===== src/rtl/chan_550_dac_start_ctrl.sv =====
// DAC bring-up sequencer: reset, lock-wait, LUT prime and run, driven by the start-DAC register word.
// Optional macro SYNC_ALIGN_EN adds WAIT_SYNC so DAC reset is aligned to an external sync_in edge.
module chan_550_dac_start_ctrl #(
   parameter int unsigned RST_CYCLES   = 16,
   parameter int unsigned LOCK_TIMEOUT = 4096,
   parameter int unsigned PRIME_CYCLES = 8,
   parameter int unsigned CNT_W        = 16
) (
   input  logic        user_clk,
   input  logic        user_rst_n,
   input  logic [31:0] ctrl_word,
   input  logic        sync_in,
   input  logic        dac_locked,
   output logic        dac_rst,
   output logic        lut_addr_rst,
   output logic        dac_en,
   output logic [31:0] status
);

   localparam logic [CNT_W-1:0] RST_LAST   = CNT_W'(RST_CYCLES - 1);
   localparam logic [CNT_W-1:0] LOCK_LAST  = CNT_W'(LOCK_TIMEOUT - 1);
   localparam logic [CNT_W-1:0] PRIME_LAST = CNT_W'(PRIME_CYCLES - 1);

   typedef enum logic [2:0] {
      S_IDLE      = 3'd0,
      S_WAIT_SYNC = 3'd1,
      S_DAC_RST   = 3'd2,
      S_WAIT_LOCK = 3'd3,
      S_PRIME     = 3'd4,
      S_RUN       = 3'd5,
      S_FAULT     = 3'd6
   } state_t;

   state_t           r_state;
   state_t           w_state_nxt;
   logic [CNT_W-1:0] r_cnt;
   logic [CNT_W-1:0] w_cnt_nxt;
   logic [7:0]       r_starts;
   logic [7:0]       w_starts_nxt;
   logic             r_start_q;
   logic             r_clr_q;
   logic             r_lock_meta;
   logic             r_lock_sync;
   logic             w_start_rise;
   logic             w_clr_rise;
   logic             w_stop;
   logic             w_dac_rst_nxt;
   logic             w_lut_rst_nxt;
   logic             w_dac_en_nxt;
   logic [31:0]      w_status_nxt;

   assign w_start_rise = ctrl_word[0] & ~r_start_q;
   assign w_clr_rise   = ctrl_word[2] & ~r_clr_q;
   assign w_stop       = ctrl_word[1];

`ifdef SYNC_ALIGN_EN
   logic r_sync_q;
   logic r_sync_qq;
   logic w_sync_rise;
   logic w_unused;

   assign w_sync_rise = r_sync_q & ~r_sync_qq;
   assign w_unused    = &{1'b0, ctrl_word[31:3]};

   always_ff @(posedge user_clk) begin
      if (!user_rst_n) begin
         r_sync_q  <= 1'b0;
         r_sync_qq <= 1'b0;
      end else begin
         r_sync_q  <= sync_in;
         r_sync_qq <= r_sync_q;
      end
   end
`else
   logic w_unused;
   assign w_unused = &{1'b0, ctrl_word[31:3], sync_in};
`endif

   // Edge-detect history resets high so a bit held through reset is not seen as a rise.
   always_ff @(posedge user_clk) begin
      if (!user_rst_n) begin
         r_start_q   <= 1'b1;
         r_clr_q     <= 1'b1;
         r_lock_meta <= 1'b0;
         r_lock_sync <= 1'b0;
      end else begin
         r_start_q   <= ctrl_word[0];
         r_clr_q     <= ctrl_word[2];
         r_lock_meta <= dac_locked;
         r_lock_sync <= r_lock_meta;
      end
   end

   always_ff @(posedge user_clk) begin
      if (!user_rst_n) begin
         r_state      <= S_IDLE;
         r_cnt        <= '0;
         r_starts     <= '0;
         dac_rst      <= 1'b0;
         lut_addr_rst <= 1'b0;
         dac_en       <= 1'b0;
         status       <= '0;
      end else begin
         r_state      <= w_state_nxt;
         r_cnt        <= w_cnt_nxt;
         r_starts     <= w_starts_nxt;
         dac_rst      <= w_dac_rst_nxt;
         lut_addr_rst <= w_lut_rst_nxt;
         dac_en       <= w_dac_en_nxt;
         status       <= w_status_nxt;
      end
   end

   // Next state; outputs decode the next state so they move on the same edge as r_state.
   always_comb begin
      w_state_nxt  = r_state;
      w_cnt_nxt    = r_cnt;
      w_starts_nxt = r_starts;

      case (r_state)
         S_IDLE: begin
            if (w_start_rise && !w_stop) begin
`ifdef SYNC_ALIGN_EN
               w_state_nxt = S_WAIT_SYNC;
`else
               w_state_nxt = S_DAC_RST;
`endif
               w_starts_nxt = r_starts + 8'd1;
               w_cnt_nxt    = '0;
            end
         end
`ifdef SYNC_ALIGN_EN
         S_WAIT_SYNC: begin
            if (w_sync_rise) begin
               w_state_nxt = S_DAC_RST;
               w_cnt_nxt   = '0;
            end
         end
`endif
         S_DAC_RST: begin
            if (r_cnt == RST_LAST) begin
               w_state_nxt = S_WAIT_LOCK;
               w_cnt_nxt   = '0;
            end else begin
               w_cnt_nxt = r_cnt + CNT_W'(1);
            end
         end
         S_WAIT_LOCK: begin
            if (r_lock_sync) begin
               w_state_nxt = S_PRIME;
               w_cnt_nxt   = '0;
            end else if (r_cnt == LOCK_LAST) begin
               w_state_nxt = S_FAULT;
               w_cnt_nxt   = '0;
            end else begin
               w_cnt_nxt = r_cnt + CNT_W'(1);
            end
         end
         S_PRIME: begin
            if (r_cnt == PRIME_LAST) begin
               w_state_nxt = S_RUN;
               w_cnt_nxt   = '0;
            end else begin
               w_cnt_nxt = r_cnt + CNT_W'(1);
            end
         end
         S_RUN: begin
            if (!r_lock_sync) begin
               w_state_nxt = S_FAULT;
            end
         end
         S_FAULT: begin
            if (w_clr_rise) begin
               w_state_nxt = S_IDLE;
               w_cnt_nxt   = '0;
            end
         end
         default: begin
            w_state_nxt = S_IDLE;
            w_cnt_nxt   = '0;
         end
      endcase

      // Stop overrides everything except a latched fault.
      if (w_stop && (r_state != S_FAULT)) begin
         w_state_nxt = S_IDLE;
         w_cnt_nxt   = '0;
      end

      w_dac_rst_nxt = (w_state_nxt == S_DAC_RST) || (w_state_nxt == S_FAULT);
      w_lut_rst_nxt = (w_state_nxt == S_PRIME);
      w_dac_en_nxt  = (w_state_nxt == S_RUN);
      w_status_nxt  = {16'd0, w_starts_nxt, 3'd0,
                       (w_state_nxt == S_FAULT), (w_state_nxt == S_RUN), 3'(w_state_nxt)};
   end

endmodule

===== config.mk =====
export PLATFORM = sky130hd
export DESIGN_NAME = chan_550_dac_start_ctrl
export DESIGN_NICKNAME = d
export VERILOG_FILES = /design/src/rtl/chan_550_dac_start_ctrl.sv
export SDC_FILE = /design/constraint.sdc
export NUM_CORES = 1
export LEC_CHECK = 0
export BUFFER_PORTS_ARGS = -buffer_cell sky130_fd_sc_hd__buf_2
export CORE_MARGIN = 1
export CORE_UTILIZATION = 35
export CTS_CLUSTER_DIAMETER = 120
export CTS_CLUSTER_SIZE = 16
export DETAILED_ROUTE_END_ITERATION = 10
export PLACE_DENSITY = 0.63
export SLEW_MARGIN = 10
export SYNTH_ARGS = -nofsm -noshare
export SYNTH_HDL_FRONTEND = slang
export SYNTH_SLANG_ARGS = --single-unit

===== constraint.sdc =====
create_clock -name user_clk -period 3.23 [get_ports user_clk]
set_input_delay 0.969 -clock user_clk [delete_from_list [all_inputs] [get_ports user_clk]]
set_output_delay 0.969 -clock user_clk [all_outputs]
set_load 0.1 [all_outputs]

==> metrics <==
status complete, no violations; io pins 71; num rows 26; die span in x 75.8 um; Finished Layout Cells 305; FF+latch count, synth 35; Layout area overhead 9.13%; sequential-to-total area share from yosys stat 0.368; # clock sinks 35; Clock Skews 0.00656 ns; setup TNS 0 ns; Tot GR Track Use 0.126; share of the synthesized area in the top cell type 0.368; peak supply drop 200 uV; Die Ht 75.8 um; max-slew violation count 0; Syn Area/Cell 8.98 um2; FF-to-FF Start r_cnt[4]; final worst slack 1.01 ns; NumNets Final 273; Max Cap Viol 0; crit path kind reg2out; CP bufs+invs 1; fin crit share 0.687; dpl ws 0.737 ns; Die Area 0.00574 mm2; Critical Path Sink Type primary output; cells along the critical path buf_2; CP Depth 1; CP startpoint status[1]; WHS Path Cells 1; post-synth top area cell dfxtp_1; async set or reset register ratio after synthesis 0; vias in the first global route 1272; drt wl/cell 10.6 um; hold_buf cts 0; Cells after DPL 297; cell with the most instances after synthesis dfxtp_1; RSZ-0062 raised after global routing no; Leak Pwr 0.795 nW; worst-case clock buffer depth 2; DR DRC count 0; antenna violations before repair 0; Final Wtd Congestion 0.722; slowest cell on the critical path buf_2; Fill cells 529; Worst setup SP type register; drt first pass iters 4; delay of the slowest critical-path stage 0.49 ns; critical path required time 2.26 ns; fmax 0.451 GHz; cts repair resizes 0; Final min period 2.22 ns; critical path arrival 1.25 ns; DR vias 1413; crit path max fanout 8; clock root cell clkbuf_8; EDFF count, synth 0; routed vias/inst 4.63; family with the most delay on the worst path buffers and inverters; min-delay src r_lock_meta; DPL Wire Length 2.34 mm; Syn Inst Count 212; PwrDens 420 mW/mm2; port bufs 21; setup violators final 0; Hold Vio Cnt, Final 0; Synth Warn # 0; Reg2Reg Depth 5; Top FF cell, synth dfxtp_1; Rel. slew slack 0.593; n_diodes 0; CORE AREA 0.00517 mm2; Hold Crit Class reg2reg; Final Total Pwr 873 uW; largest net degree at the start of global routing 28; antenna viol nets, final 0; share of cells above drive strength 1 0.179; first-pass GRT wire length 5.54 mm; DR iter-0 viols 53; CTS H-tree depth 2; clk_lat worst skew 0.28 ns; synth cell count leaders dfxtp_1 (35), nor2_1 (29), buf_4 (22); final WL 3.24 mm; synth unique cells 45; Overflow after GRT 0; Worst Tran Pin Value 0.611 ns; Synth area leaders dfxtp_1 (37%), buf_4 (8.7%), xnor2_1 (7.4%), nor2_1 (5.7%), xor2_1 (3.2%); Initial Util 0.368; clock-pin slew on the worst setup and hold paths 0.07 ns; total CTS buffers 5; Synth Cell Area 0.00190 mm2; setup bufs post-CTS 0; CTS tree yes
[through the flow]
stage                util  instance area (um2)  hold WS [ns]
floorplan               -                 1970         0.412
global placement    0.385                 1990         0.414
detailed placement  0.385                 1990         0.422
CTS                 0.402                 2080         0.440
global route        0.402                 2080         0.454
finish              0.402                 2080         0.445
[worst paths after layout]
path / end / slack (ns)
worst min register to register: r_lock_sync / 0.45
worst max register to register: status[0] / 1.26
worst max-delay path: status[1] / 1.01
worst min-delay path: r_lock_sync / 0.45
[sequential cells by signal (all words and copies together), names as in the netlist]
signal	count
r_lock_meta	1
status	13
lut_addr_rst	1
r_start_q	1
dac_rst	1
r_lock_sync	1
r_cnt	16
r_clr_q	1
[kinds of logic after synthesis]
family	synth area share
and+or+nand+nor	0.265
AOI/OAI and AO/OA	0.112
muxes	0.0105
DFF	0.368
adders and majority gates	0.0197
xor gates and xnor gates	0.106
buffers and inverters	0.118
other	0.00197
[layout make-up]
class	instances	area, um2	share of cell area
Clock buffer	6	72.6	0.0349
Clock inverter	2	12.5	0.00602
Inverter	8	30.0	0.0144
Multi-Input combinational cell	160	1050	0.504
Sequential cell	35	701	0.337
Tap cell	70	87.6	0.0421
Timing Repair Buffer	24	128	0.0614
[layout by cell type (no fill, tap or decap), types with 3 or more instances in the layout]
| master | n |
|---|---|
| dfxtp_1 | 35 |
| nor2_1 | 29 |
| buf_2 | 21 |
| conb_1 | 19 |
| xnor2_1 | 16 |
| nand2_1 | 11 |
| a211oi_1 | 8 |
| nand4_1 | 7 |
| inv_1 | 7 |
| xor2_1 | 7 |
| nand3_1 | 6 |
| a2111oi_0 | 6 |
| and4_1 | 5 |
| and2_1 | 5 |
| clkbuf_8 | 5 |
| o21ai_0 | 3 |
| nor3b_2 | 3 |
| ha_1 | 3 |
| buf_4 | 3 |
[routing by layer]
layer | share of wire | global-route usage | routed length (um) | vias up
met2 | 0.44 | 0.196 | 1440 | 31
li1 | - | - | - | 746
met1 | 0.51 | 0.171 | 1660 | 631
met3 | 0.029 | 0.0238 | 95 | 5
met4 | 0.014 | 0.0535 | 46 | 0
met5 | 0 | 0 | 0 | -
[power breakdown]
| group | internal, mW | switching (mW) | total, mW |
|---|---|---|---|
| logic | 0.0109 | 0.119 | 0.130 |
| clock network | 0.151 | 0.155 | 0.305 |
| registers | 0.435 | 0.00285 | 0.438 |
(Power assumes the default switching activity.)
